<file path="src/rtl/uart_tx_fifo.sv">
// uart_tx_fifo
// Byte FIFO plus load sequencer feeding a UART transmitter. Producers push
// bytes at up to one per cycle; the sequencer pops one byte at a time and
// strobes ld_tx_data only while the transmitter reports tx_empty.
//
// Ports:
//   txclk      - clock, all state changes on its rising edge
//   reset      - asynchronous active-low reset
//   wr_en      - push request
//   wr_data    - byte to push
//   flush      - synchronous clear of stored bytes (pointers and count)
//   full       - FIFO holds DEPTH bytes
//   empty      - FIFO holds no bytes
//   count      - number of bytes stored (0..DEPTH)
//   overflow   - sticky flag: a push was dropped while full
//   ld_tx_data - one-cycle load strobe to the transmitter
//   tx_data    - byte presented to the transmitter, held between pops
//   tx_empty   - transmitter idle and ready for a byte
//   busy       - sequencer not in IDLE
module uart_tx_fifo #(
  parameter int DEPTH = 8,
  parameter int AW    = 3
) (
  input  logic          txclk,
  input  logic          reset,
  input  logic          wr_en,
  input  logic [7:0]    wr_data,
  input  logic          flush,
  output logic          full,
  output logic          empty,
  output logic [AW:0]   count,
  output logic          overflow,
  output logic          ld_tx_data,
  output logic [7:0]    tx_data,
  input  logic          tx_empty,
  output logic          busy
);

  typedef enum logic [1:0] {
    S_IDLE,
    S_LOAD,
    S_WAIT_BUSY,
    S_WAIT_DONE
  } state_t;

  state_t          r_state;
  state_t          w_next_state;
  logic [7:0]      r_mem [DEPTH];
  logic [AW-1:0]   r_wptr;
  logic [AW-1:0]   r_rptr;
  logic [AW:0]     r_count;
  logic            r_overflow;
  logic [7:0]      r_tx_data;
  logic            w_push;
  logic            w_pop;

  assign full     = (r_count == (AW+1)'(DEPTH));
  assign empty    = (r_count == '0);
  assign count    = r_count;
  assign overflow = r_overflow;
  assign tx_data  = r_tx_data;

  // full is taken from the registered count, so a pop on the same edge
  // cannot make room for a push.
  assign w_push = wr_en && !full && !flush;
  assign w_pop  = (r_state == S_IDLE) && !empty && tx_empty && !flush;

  // NOTE: storage has no reset; contents are only meaningful between the
  // pointers, so clearing the array would cost logic and buy nothing.
  always_ff @(posedge txclk) begin
    if (w_push) begin
      r_mem[r_wptr] <= wr_data;
    end
  end

  // NOTE: sequential state uses non-blocking assignments so every register
  // samples pre-edge values regardless of statement order.
  always_ff @(posedge txclk or negedge reset) begin
    if (!reset) begin
      r_wptr     <= '0;
      r_rptr     <= '0;
      r_count    <= '0;
      r_overflow <= 1'b0;
      r_tx_data  <= 8'h00;
    end else begin
      if (wr_en && full) begin
        r_overflow <= 1'b1;
      end
      if (w_pop) begin
        r_tx_data <= r_mem[r_rptr];
      end
      if (flush) begin
        r_wptr  <= '0;
        r_rptr  <= '0;
        r_count <= '0;
      end else begin
        if (w_push) begin
          r_wptr <= r_wptr + 1'b1;
        end
        if (w_pop) begin
          r_rptr <= r_rptr + 1'b1;
        end
        case ({w_push, w_pop})
          2'b10:   r_count <= r_count + 1'b1;
          2'b01:   r_count <= r_count - 1'b1;
          default: r_count <= r_count;
        endcase
      end
    end
  end

  // Sequencer state register.
  always_ff @(posedge txclk or negedge reset) begin
    if (!reset) begin
      r_state <= S_IDLE;
    end else begin
      r_state <= w_next_state;
    end
  end

  // Next-state logic.
  // NOTE: default assignment first so no path leaves the output unassigned,
  // which would otherwise infer a latch.
  always_comb begin
    w_next_state = r_state;
    case (r_state)
      S_IDLE:      if (w_pop)     w_next_state = S_LOAD;
      S_LOAD:                     w_next_state = S_WAIT_BUSY;
      S_WAIT_BUSY: if (!tx_empty) w_next_state = S_WAIT_DONE;
      S_WAIT_DONE: if (tx_empty)  w_next_state = S_IDLE;
      default:                    w_next_state = S_IDLE;
    endcase
  end

  // Outputs decoded from state only, so they are glitch-free relative to
  // input changes and return to idle values as soon as reset asserts.
  always_comb begin
    ld_tx_data = 1'b0;
    busy       = 1'b1;
    case (r_state)
      S_IDLE:  busy       = 1'b0;
      S_LOAD:  ld_tx_data = 1'b1;
      default: ;
    endcase
  end

endmodule

</file>
<file path="config.mk">
export PLATFORM = sky130hd
export DESIGN_NAME = uart_tx_fifo
export DESIGN_NICKNAME = d
export VERILOG_FILES = /design/src/rtl/uart_tx_fifo.sv
export SDC_FILE = /design/constraint.sdc
export NUM_CORES = 1
export LEC_CHECK = 0
export CAP_MARGIN = 10
export CORE_AREA = 2 2 85 119
export CTS_CLUSTER_DIAMETER = 60
export DETAILED_ROUTE_END_ITERATION = 10
export DIE_AREA = 0 0 87 121
export GPL_TIMING_DRIVEN = 0
export RECOVER_POWER = 100
export SLEW_MARGIN = 15
export SYNTH_ARGS = -nofsm -noshare
export SYNTH_HDL_FRONTEND = slang
export SYNTH_SLANG_ARGS = --single-unit
</file>
<file path="constraint.sdc">
create_clock -name txclk -period 3.5 [get_ports txclk]
set_input_delay 0.7 -clock txclk [delete_from_list [all_inputs] [get_ports txclk]]
set_output_delay 0.7 -clock txclk [all_outputs]
set_load 0.01 [all_outputs]
</file>
; ---- Yosys cells after proc, flatten, opt, wreduce, memory -nomap -nowiden
; Memory sizes are Yosys's and may differ from the RTL's. A register that Yosys moved wholly into a read port is not among the register bits.
; Index checks and enable logic that the tools add are counted.
[totals]
ff_bits = 13
out_inout_bits = 17
latch_bits = 0
n_memories = 1
ram_bits = 64
elab_cells = 49
inputBits = 13
mem_bits_ro = 0
[classes]
reduce_logical = 16
n_mul = 0
n_div = 0
shift = 0
n_mux = 14
n_eq_ne = 9
n_addsub = 4
bitwise = 0
magnitude_cmp = 0
[mem_list]
columns = memory, words, width, read_ports, rd_clocked_by_memory_dff, wr, line
row1 = r_mem, 8, 8, 1, 1, 1, 48  ; logic [7:0] r_mem [DEPTH];
[ops]
columns = operator, count
row1 = 2-to-1 mux 3 bit, 4
row2 = one-hot mux 2 bit (4 select lines), 1
row3 = one-hot mux 4 bit (2 select lines), 1
row4 = "adder 3 x 1 -> 3 bit, second input constant", 2
row5 = "== test 2 bit, second input constant", 3
row6 = logical AND 1 bit, 6
row7 = 2-to-1 mux 2 bit, 3
row8 = "!= test 2 bit, second input constant", 3
row9 = "adder 4 x 1 -> 4 bit, second input constant", 1
row10 = "== test 2 x 1 -> 1 bit, second input constant", 2
row11 = "== test 4 bit, second input constant", 1
row12 = logical NOT 1 bit, 4
row13 = logical NOT 4 bit, 1
row14 = 2-to-1 mux 1 bit, 4
row15 = 2-to-1 mux 4 bit, 1
row16 = nonzero test 2 bit, 2
row17 = "subtractor 4 x 1 -> 4 bit, second input constant", 1
row18 = AND reduction 3 bit, 1
row19 = nonzero test 3 bit, 1
row20 = logical NOT 2 bit, 1

; ---- Logic depth before layout (Yosys ltp)
[depth]
word_depth = 8
mapped_depth = 10
depth_no_buf = 10

; ---- Worst setup path after synthesis
; Ideal clock, no wire load.
[synth_timing]
kind = input-to-reg
from = input wr_en
to = memory r_mem[0][0] (enable)
t_arrival_ps = 2262
setup_time_ps = 383
t_required_ps = 3117
path_buffers = 1
slack_ps = 854
cell_stages = 4
path_cell_list = clkbuf_1 inv_1 or4_1 nor3_1
[synth_between]
elab_chain_cells = 4
[synth_lines]
columns = element, line
row1 = from (decl), 26  ; input logic wr_en,
row2 = logical AND 1 bit (2 in series), 65  ; assign w_push = wr_en && !full && !flush;
row3 = 2-to-1 mux 1 bit, 71  ; if (w_push) begin
row4 = 2-to-1 mux 1 bit (implied by the code), 72  ; r_mem[r_wptr] <= wr_data;
row5 = to (decl), 48
; No other way between the ends.

; ---- Worst setup path after layout
[layout_timing]
from = input tx_empty
to = register r_count[3], in the netlist count[3]
[layout_between]
elab_chain_cells = 5
elab_cells_between_ends = 7
cone_classes = eq/ne (2) / mux (2) / reduce/logical (3)
[layout_lines]
columns = element, line
row1 = from (decl), 35  ; input logic tx_empty,
row2 = logical AND 1 bit * (2 in series), 66  ; assign w_pop = (r_state == S_IDLE) && !empty && tx_empty && !flush;
row3 = == test 2 x 1 -> 1 bit or == test 2 bit (tied branches), 103  ; case ({w_push, w_pop})
row4 = one-hot mux 4 bit (2 select lines), 103
row5 = 2-to-1 mux 4 bit, 92  ; if (flush) begin
row6 = to (signal assigned), 104  ; 2'b10: r_count <= r_count + 1'b1;
row7 = to (signal assigned), 105  ; 2'b01: r_count <= r_count - 1'b1;
row8 = to (signal assigned), 106  ; default: r_count <= r_count;
row9 = to (decl), 51  ; logic [AW:0] r_count;
; Mark *: on every way between the ends. The rest lies on a longest branch, timed or not.
; A chain may end at the register's enable or synchronous reset.

==> summary.md <==
| Metric | Value |
|---|---|
| Total gr overflow | 0 |
| Final Cycle Share | around nine tenths |
| Starting Density | about two fifths |
| Total placed cells including tap cells | about 370 |
| Switching power | between 0.0008 and 0.0009 W |
| Shortest period the worst path allows | between 3 and 4 ns |
| Required time of the worst setup path | 3.69 ns |
| CTS Buf Count | 9 |
| Worst Path Class, Setup | input pin to register |
| N_diodes | 0 |
| Die area | 10530 um2 |
| Setup Skew | 0.01006 ns |
| Pwr dens | approximately 670 nW/um2 |
| Worst setup EP type | register |
| Crit path largest cell delay | about 0.66 ns |
| WL/cell | between 15 and 20 um |
| Height of the die | ~120 um |
| Hold Crit Class | register to register |
| Worst-path cell chain | dlygate4sd3_1 > nand2_1 > nor3_2 > and2_1 > ha_1 > a21oi_1 > a21boi_0 > mux2i_1 > o311ai_1 |
| CORE AREA | roughly 9400 um2 |
| DRC | 0 |
| Initial antenna violation count | 0 |
| Seq cells post-synth | 85 |
| Clk buf depth | 2 |
| Hpwl dp | between 4000 and 5000 um |
| Later-pin clock latency in the skew report | between 0.3 and 0.4 ns |
| Final setup violation count | 0 |
| Initial DRC Count | between 150 and 200 |
| First-pass GRT wire length | 11790 um |
| Clock power frac | between 30 and 40% |
| Vias in the first global route | ~2.1k |
| DRT Pass-1 Iters | 5 |
| Placer congestion estimate | 0.7794 |
| Yosys cell types | 44 |
| Vias per cell | between 5 and 6 |
| CTS tree | yes |
| Synthesized area per cell | about 16 um2 |
| Max Cap Viol | 1 |
| Multi-input gate area | about 1100 um2 |
| Row count | 42 |
| Critical Path Start Type | input pin |
| Slew @ Worst Pin | 1.487 ns |
| H-Tree Depth | 3 |
| Post-route insts no fill | roughly 380 |
| Crit path max fanout | 8 |
| Status | finished with violations |
| Synth-to-layout area growth | 18.89% |
| P_leak | about 1.5 nW |
| Combinational fraction of design power | roughly a quarter |
| Wirelength, routed | ~7400 um |
| Maximum vdd drop | 265.5 uV |
| Setup TNS | 0 ns |
| Yosys warning count | 0 |
| Final Max Tran Viols | 0 |
| Layout Utilization | around 46% |
| Post-CTS Resized | 0 |
| Hold_buf cts | 0 |
| Post-synthesis sequential area ratio | about two thirds |
| Largest net degree at the start of global routing | 22 |
| Switch share | 28.38% |
| Post-route ant nets | 0 |
| Sequential power share | between 40 and 50% |
| I/O pin cnt | 30 |
| Worst path arrival time | 3.31 ns |
| Failing checks | capacitance limit |
| FILL cells | between 800 and 900 |
| Clk sinks | 85 |
| Register Area | roughly 2400 um2 |
| RSZ-0062 raised after global routing | false |
| Internal power | ~0.0021 W |
| Post-synth net total | roughly 250 |
| Max Fclk | around 320 MHz |
| Clk pin slew, worst setup/hold paths | 0.06 ns |
| Synthesized instance count | roughly 230 |
| Worst path slowest cell | dlygate4sd3_1 |
| Total number of vias | around 2.0k |
| Number of post-CTS setup repair buffers | 0 |
| Final Hold Viols | 0 |
| Relative slew slack | less than 1% |
| Final #Nets | between 200 and 300 |
| Layout cell share with drive strength beyond 1 | between 10% and 20% |
| Die width | between 80 and 90 um |
| IO Port Bufs | 28 |
| Gr usage total | around 16% |
| Post-synthesis cell area | roughly 3700 um2 |
| Root Buffer | clkbuf_16 |
state kept, by name (all words and copies together) (netlist names):
register  count
r_rptr        3
count         4
tx_data       8
r_state       2
r_mem        64
r_wptr        3
overflow      1
per-stage QoR:
step / total power, W / area, um2 / hold slack (ns) / worst slack [ns]
3_3_place_gp: 0.002023 / 4094 / 0.4403 / 0.02586
3_5_place_dp: 0.002040 / 4104 / 0.4538 / 0.05849
4_1_cts: 0.002996 / 4404 / 0.4680 / 0.4111
6_report: 0.002908 / 4370 / 0.4542 / 0.3720
2_1_floorplan: 0.001736 / 3676 / 0.4044 / 0.8545
5_1_grt: 0.003064 / 4370 / 0.4792 / 0.1268
cell usage in the layout, fill, tap and decap left out, types with 2 or more instances in the layout:
| cell type | synthesis | layout |
|---|---|---|
| nand2_1 | 6 | 6 |
| clkbuf_1 | 3 | 7 |
| inv_6 | 0 | 2 |
| clkinv_4 | 1 | 2 |
| nor3_2 | 2 | 2 |
| dfrtp_1 | 21 | 21 |
| buf_2 | 4 | 3 |
| mux4_2 | 16 | 16 |
| clkinvlp_4 | 0 | 2 |
| o21ai_0 | 2 | 2 |
| and2_1 | 2 | 2 |
| dlygate4sd3_1 | 0 | 27 |
| nand4_1 | 2 | 2 |
| nand2b_1 | 3 | 3 |
| nor3_1 | 5 | 5 |
| xor2_1 | 4 | 4 |
| a21oi_1 | 15 | 15 |
| clkbuf_16 | 0 | 9 |
| o211ai_1 | 2 | 2 |
| a211oi_1 | 1 | 2 |
| mux2i_1 | 10 | 10 |
| nor2_1 | 21 | 21 |
| inv_1 | 7 | 8 |
| edfxtp_1 | 64 | 64 |
| nand3_1 | 5 | 5 |
| or4_1 | 1 | 2 |
| ha_1 | 9 | 9 |
final cells by class:
class	instances	area share, %
Sequential cell	85	56.00
Multi-Input combinational cell	125	25.71
Timing Repair Buffer	28	6.270
Clock buffer	10	5.239
Tap cell	110	3.149
Clock inverter	6	1.632
Buffer	10	1.117
Inverter	9	0.8875
Yosys cell counts, drive strengths merged:
cell | number | share of area, %
a2111oi | 1 | 0.41
a211oi | 3 | 1.3
a21boi | 1 | 0.20
a21o | 1 | 0.20
a21oi | 15 | 2.0
a311o | 1 | 0.27
a31oi | 1 | 0.17
and2 | 2 | 0.34
buf | 7 | 1.1
clkbuf | 3 | 0.31
clkinv | 1 | 0.24
dfrtp | 21 | 14
edfxtp | 64 | 52
fa | 1 | 0.54
ha | 9 | 3.1
inv | 8 | 0.82
mux2i | 10 | 2.7
mux4 | 16 | 9.8
nand2 | 6 | 0.61
nand2b | 3 | 0.51
nand3 | 5 | 0.68
nand4 | 2 | 0.34
nor2 | 21 | 2.1
nor3 | 7 | 1.2
nor3b | 2 | 0.54
nor4 | 1 | 0.17
o211ai | 2 | 0.41
o21a | 1 | 0.20
o21ai | 4 | 0.65
o311ai | 1 | 0.24
o31a | 1 | 0.24
or4 | 2 | 0.51
or4b | 1 | 0.27
xnor2 | 1 | 0.24
xor2 | 4 | 0.95
kinds of logic (layout without fill, tap and decap cells):
| group | after synthesis | in the layout | share of synthesized area [%] |
|---|---|---|---|
| flops | 85 | 85 | 66.58 |
| simple gates | 52 | 52 | 7.352 |
| compound gates | 32 | 32 | 6.331 |
| mux | 26 | 26 | 12.53 |
| buf+inv | 19 | 63 | 2.417 |
| fa+ha+maj | 10 | 10 | 3.608 |
| xor+xnor | 5 | 5 | 1.191 |
worst max-delay path, delay by kind of cell:
family	cells	cell delay (ns)
simple gates	3	0.97
buf+inv	1	0.66
compound gates	3	0.54
fa+ha+maj	1	0.29
mux	1	0.16
power by group through the flow:
| stage | sequential [W] | clock (W) | combinational [W] |
|---|---|---|---|
| global placement | 0.00128 | 0 | 0.000747 |
| global route | 0.00127 | 0.00101 | 0.000783 |
| floorplan | 0.00129 | 0 | 0.000445 |
| CTS | 0.00126 | 0.000973 | 0.000764 |
| finish | 0.00125 | 0.000955 | 0.000701 |
| detailed placement | 0.00128 | 0 | 0.000762 |
metal layers:
metal,track usage [%],wire length (um),up-vias
met3,3.265,233,9
met5,0,0,-
met2,26.57,4029,35
met4,6.152,94,0
met1,18.86,3044,1041
li1,-,-,962
final timing paths:
kind / start / endpoint / slack (ns) / cells past startpoint
hold reg to reg: overflow / overflow / 0.45 / 1
hold / removal: overflow / overflow / 0.45 / 1
max in group asynchronous: reset / tx_data[5] / 2.10 / 1
setup reg to reg: r_state[1] / count[3] / 0.57 / 10
min in group asynchronous: reset / count[0] / 0.63 / 1
setup / recovery: tx_empty / count[3] / 0.37 / 9
Note: power is estimated with default switching activity, not from simulation.
==> edit 1 (same settings) <==
Set the parameter `AW` to 2 (it was 3).
--- a/src/rtl/uart_tx_fifo.sv
+++ b/src/rtl/uart_tx_fifo.sv
@@ -20,5 +20,5 @@
 module uart_tx_fifo #(
   parameter int DEPTH = 8,
-  parameter int AW    = 3
+  parameter int AW    = 2
 ) (
   input  logic          txclk,
Ports: changed (resized count); port bits go from 30 to 29. No check against the original RTL was run, so the function may have changed too.
==> edit 1 against the unedited design <==
Final area is 37% lower; count of clock-buffer cells in the layout fell by 5; wire length shrank 49%; power is 53% lower; fmax grew 13%; worst setup slack better by 350 ps; critical path type unchanged; area after synthesis is 41% lower; largest cell class unchanged; clock power fell by 43%; sequential cell count decreased by 35.
==> edit 1: results <==
{
  "grt_use_total_pct": 7.48,
  "p_switching_uw": 303,
  "use_met1_pct": 8.47,
  "synth_compound_area_share_pct": 4.21,
  "slowest_stage": "nor3_1",
  "reg2reg_depth": 5,
  "grt_max_degree": 19,
  "synthMuxAreaShare_pct": 15.4,
  "status": "finished clean",
  "gp_congestion": 0.752,
  "worst-slew-pin-transition_ps": 1350,
  "dp.cells": 266,
  "first_global_vias": 1192,
  "largest_register_ffs": 32,
  "drt_iter0_drc": 31,
  "fin_skew_ps": 5.63,
  "grt_use_met3_pct": 2.18,
  "setup_slack_ps": 727,
  "synth_cell_types": 33,
  "via_per_inst": 4.24,
  "yosysSeqAreaShare_pct": 65.1,
  "pre_cts_slack_ps": 879,
  "netlist_instances": 128,
  "syn_nets": 151,
  "placed_area_mm2": 0.00258,
  "ff2ff_setup_slack_ps": 970,
  "peakVddDrop_v": 0.000193,
  "cts_buffers": 5,
  "grt_pass1_wl_um": 5840,
  "nets": 186,
  "synthAdderAreaFrac_pct": 6.12,
  "clk_latency_ps": 280
}
[edit 1: cell type report]
| type | count | area (um^2) |
|---|---|---|
| plain buffers | 4 | 20.0 |
| clock buffers | 5 | 125 |
| clock inverters | 3 | 43.8 |
| fillers | 928 | 6660 |
| inverters | 7 | 26.3 |
| multi-input cells | 67 | 698 |
| flip-flops and latches | 50 | 1410 |
| well taps | 110 | 138 |
| repair buffers | 28 | 280 |
[edit 1: critical path, delay by kind of cell]
kind                   cells  cell delay (ps)
muxes                      1              420
buffers and inverters      1              630
and+or+nand+nor            2             1180
[edit 1: power by group through the flow]
stage | sequential, mW | combinational, mW | clock [mW]
2_1_floorplan | 0.666 | 0.113 | 0
3_3_place_gp | 0.669 | 0.176 | 0
3_5_place_dp | 0.668 | 0.180 | 0
4_1_cts | 0.656 | 0.180 | 0.562
5_1_grt | 0.658 | 0.185 | 0.577
6_report | 0.655 | 0.165 | 0.545
[edit 1: layer usage]
metal  vias up  part of all wire (%)  routed length (um)
met5         -                     0                   0
met4         0                  0.88                  33
met3         2                   4.1                 154
met2        25                    54                2030
met1       586                    41                1520
li1        548                     -                   -
[edit 1: cell families (layout without fill, tap and decap cells)]
| group | Yosys count | in the layout |
|---|---|---|
| simple gates | 21 | 21 |
| flops | 50 | 50 |
| mux | 22 | 22 |
| buf+inv | 11 | 47 |
| compound gates | 12 | 12 |
| fa+ha+maj | 10 | 10 |
| xor+xnor | 2 | 2 |
[edit 1: worst max-delay path by stage]
stage                  endpoint      from  cells past startpoint
floorplan              count[1]  count[0]                      6
global placement    r_mem[2][3]     flush                      4
detailed placement  r_mem[0][1]     flush                      4
CTS                        full  count[0]                      3
global route         tx_data[3]  tx_empty                      4
finish               tx_data[0]  tx_empty                      4
==> edit 2 (config.mk and constraints unchanged) <==
Made on the original files. Make the reset (`reset`) synchronous in 2 clocked blocks. Comments in the files are not updated.
--- a/src/rtl/uart_tx_fifo.sv
+++ b/src/rtl/uart_tx_fifo.sv
@@ -76,5 +76,5 @@
   // NOTE: sequential state uses non-blocking assignments so every register
   // samples pre-edge values regardless of statement order.
-  always_ff @(posedge txclk or negedge reset) begin
+  always_ff @(posedge txclk) begin
     if (!reset) begin
       r_wptr     <= '0;
@@ -111,5 +111,5 @@
 
   // Sequencer state register.
-  always_ff @(posedge txclk or negedge reset) begin
+  always_ff @(posedge txclk) begin
     if (!reset) begin
       r_state <= S_IDLE;
Behaviour: differs if reset is asserted again (counterexample within 4 cycles, from zero or initial values and one cycle with reset low); with reset held inactive, the same outputs for 10 cycles.
==> edit 2 against the unedited design <==
Clock skew decreased by 4.0 ps; register-to-register slack improved by 290 ps; cell count decreased by 1.6%; critical endpoint is now count[3]; fmax increased by 4.4%; worst hold slack improved by 15 ps; final area decreased by 5.5%; sequential cell count unchanged; worst setup slack improved by 130 ps; area after synthesis decreased by 6.7%; wire length decreased by 9.6%.
Power is not compared: it rests on default switching activity, and its combinational part moved more than twofold at a synthesized area within 25%.
==> edit 2: results <==
{
  "cts_buffers": 9,
  "netlist_top_cells_count": "64 x edfxtp_1, 26 x nor2_1, 21 x dfxtp_1",
  "first_pass_iters": 4,
  "regToRegStartpoint": "r_state[0]",
  "worstPathMaxFanout": 10,
  "cp.arrival_ps": 3210,
  "synth-async-reset-ratio_pct": 0,
  "fillers": 841,
  "fin_skew_ps": 6.06,
  "synthXorXnorAreaFrac_pct": 1.28,
  "reg2reg_depth": 11,
  "post_cts_buffers": 0,
  "path_delay_family": "buffers and inverters",
  "status": "finished clean",
  "synth_top_area_share_pct": 56.0,
  "syn_nets": 244,
  "via_per_inst": 5.08,
  "power.density_mw_per_mm2": 506,
  "r2r_end": "count[3]",
  "synth_compound_area_share_pct": 5.18,
  "nets": 286,
  "cp_slowest_stage_delay_ps": 640,
  "drt_iter0_drc": 119,
  "first_global_vias": 1906,
  "ff2ff_setup_slack_ps": 860,
  "synthAdderAreaFrac_pct": 4.23,
  "hold_path_depth": 2,
  "io_buffers": 29,
  "ys_warn_count": 0,
  "cts_htree_levels": 3,
  "drive_gt1_share_pct": 14.2,
  "top_register": "r_mem",
  "hpwl_um": 4450,
  "hold_slack_ps": 469,
  "finalWirelength_um": 6690,
  "clk_latency_ps": 330,
  "yosysSeqAreaShare_pct": 68.3,
  "root_buffer": "clkbuf_16",
  "hold_end": "overflow",
  "grt_pass1_wl_um": 10500,
  "n_antenna_cell": 0,
  "grt_max_degree": 15,
  "synth_cell_types": 33,
  "cts_resized": 0,
  "gp_congestion": 0.674,
  "pre_cts_slack_ps": 212,
  "slowest_stage": "dlygate4sd3_1",
  "relSlewSlack_pct": 34.2,
  "placed_area_mm2": 0.00388,
  "intPower_mw": 1.66,
  "hold_start": "overflow",
  "p_leak_nw": 1.42,
  "synth_area_leaders": "edfxtp_1 56%, dfxtp_1 12%, mux4_2 11%",
  "synthMuxAreaShare_pct": 10.8,
  "grt_use_total_pct": 14.0
}
==> edit 2: cell types whose count changed in the layout (fill, tap and decap cells not counted), moves of 8 or more <==
cell / before / now
o22ai_1: 0 / 8
dfrtp_1: 21 / 0
o21ai_0: 2 / 12
a21oi_1: 15 / 7
mux2i_1: 10 / 1
dfxtp_1: 0 / 21
==> edit 2: kinds of logic (layout without fill, tap and decap cells) <==
logic type / Yosys count / count (layout)
flops: 85 / 85
simple gates: 52 / 52
compound gates: 31 / 31
buf+inv: 19 / 66
mux: 17 / 17
fa+ha+maj: 11 / 11
xor+xnor: 5 / 5
==> edit 2: worst max-delay path by stage <==
stage | start | end | slack (ps) | depth (start not counted)
2_1_floorplan | count[3] | count[3] | 1060 | 9
3_3_place_gp | wr_en | r_mem[0][7] | 120 | 4
3_5_place_dp | flush | count[3] | 210 | 10
4_1_cts | flush | count[3] | 540 | 10
5_1_grt | flush | count[3] | 310 | 10
6_report | flush | count[3] | 500 | 10
==> edit 2: final cells by class <==
class	count	area [um^2]	share of cell area [%]
Buffer	8	33.8	0.818
Clock buffer	13	250	6.06
Clock inverter	3	22.5	0.545
Inverter	11	41.3	0.999
Multi-Input combinational cell	116	1010	24.3
Sequential cell	85	2340	56.7
Tap cell	110	138	3.33
Timing Repair Buffer	31	298	7.21
==> edit 2: per-layer routing <==
| layer | vias up | track usage, % | part of all wire (%) |
|---|---|---|---|
| met3 | 8 | 2.86 | 3.6 |
| li1 | 922 | - | - |
| met2 | 37 | 22.6 | 52 |
| met5 | - | 0 | 0 |
| met1 | 949 | 17.9 | 43 |
| met4 | 0 | 6.45 | 2.0 |
==> edit 2: through the flow <==
step           power (mW)  std cells
6_report             2.09        377
5_1_grt              2.17        377
4_1_cts              2.13        377
3_5_place_dp         1.27        361
3_3_place_gp         1.26        359
2_1_floorplan        1.20        220
==> edit 2: power by group through the flow <==
stage | registers, mW | logic, mW | clock network, mW
2_1_floorplan | 1.13 | 0.0710 | 0
3_3_place_gp | 1.13 | 0.134 | 0
3_5_place_dp | 1.13 | 0.138 | 0
4_1_cts | 1.11 | 0.138 | 0.881
5_1_grt | 1.11 | 0.140 | 0.924
6_report | 1.11 | 0.126 | 0.859
==> edit 2: worst reg2reg max path, cell delays in order (launching register included) <==
cell,delay [ps]
dfxtp_1,380
inv_1,100
ha_1,240
and3b_1,230
and2_2,210
buf_2,200
ha_1,270
ha_1,350
nand3_1,100
and4b_1,210
o21ai_0,140
o31ai_1,90
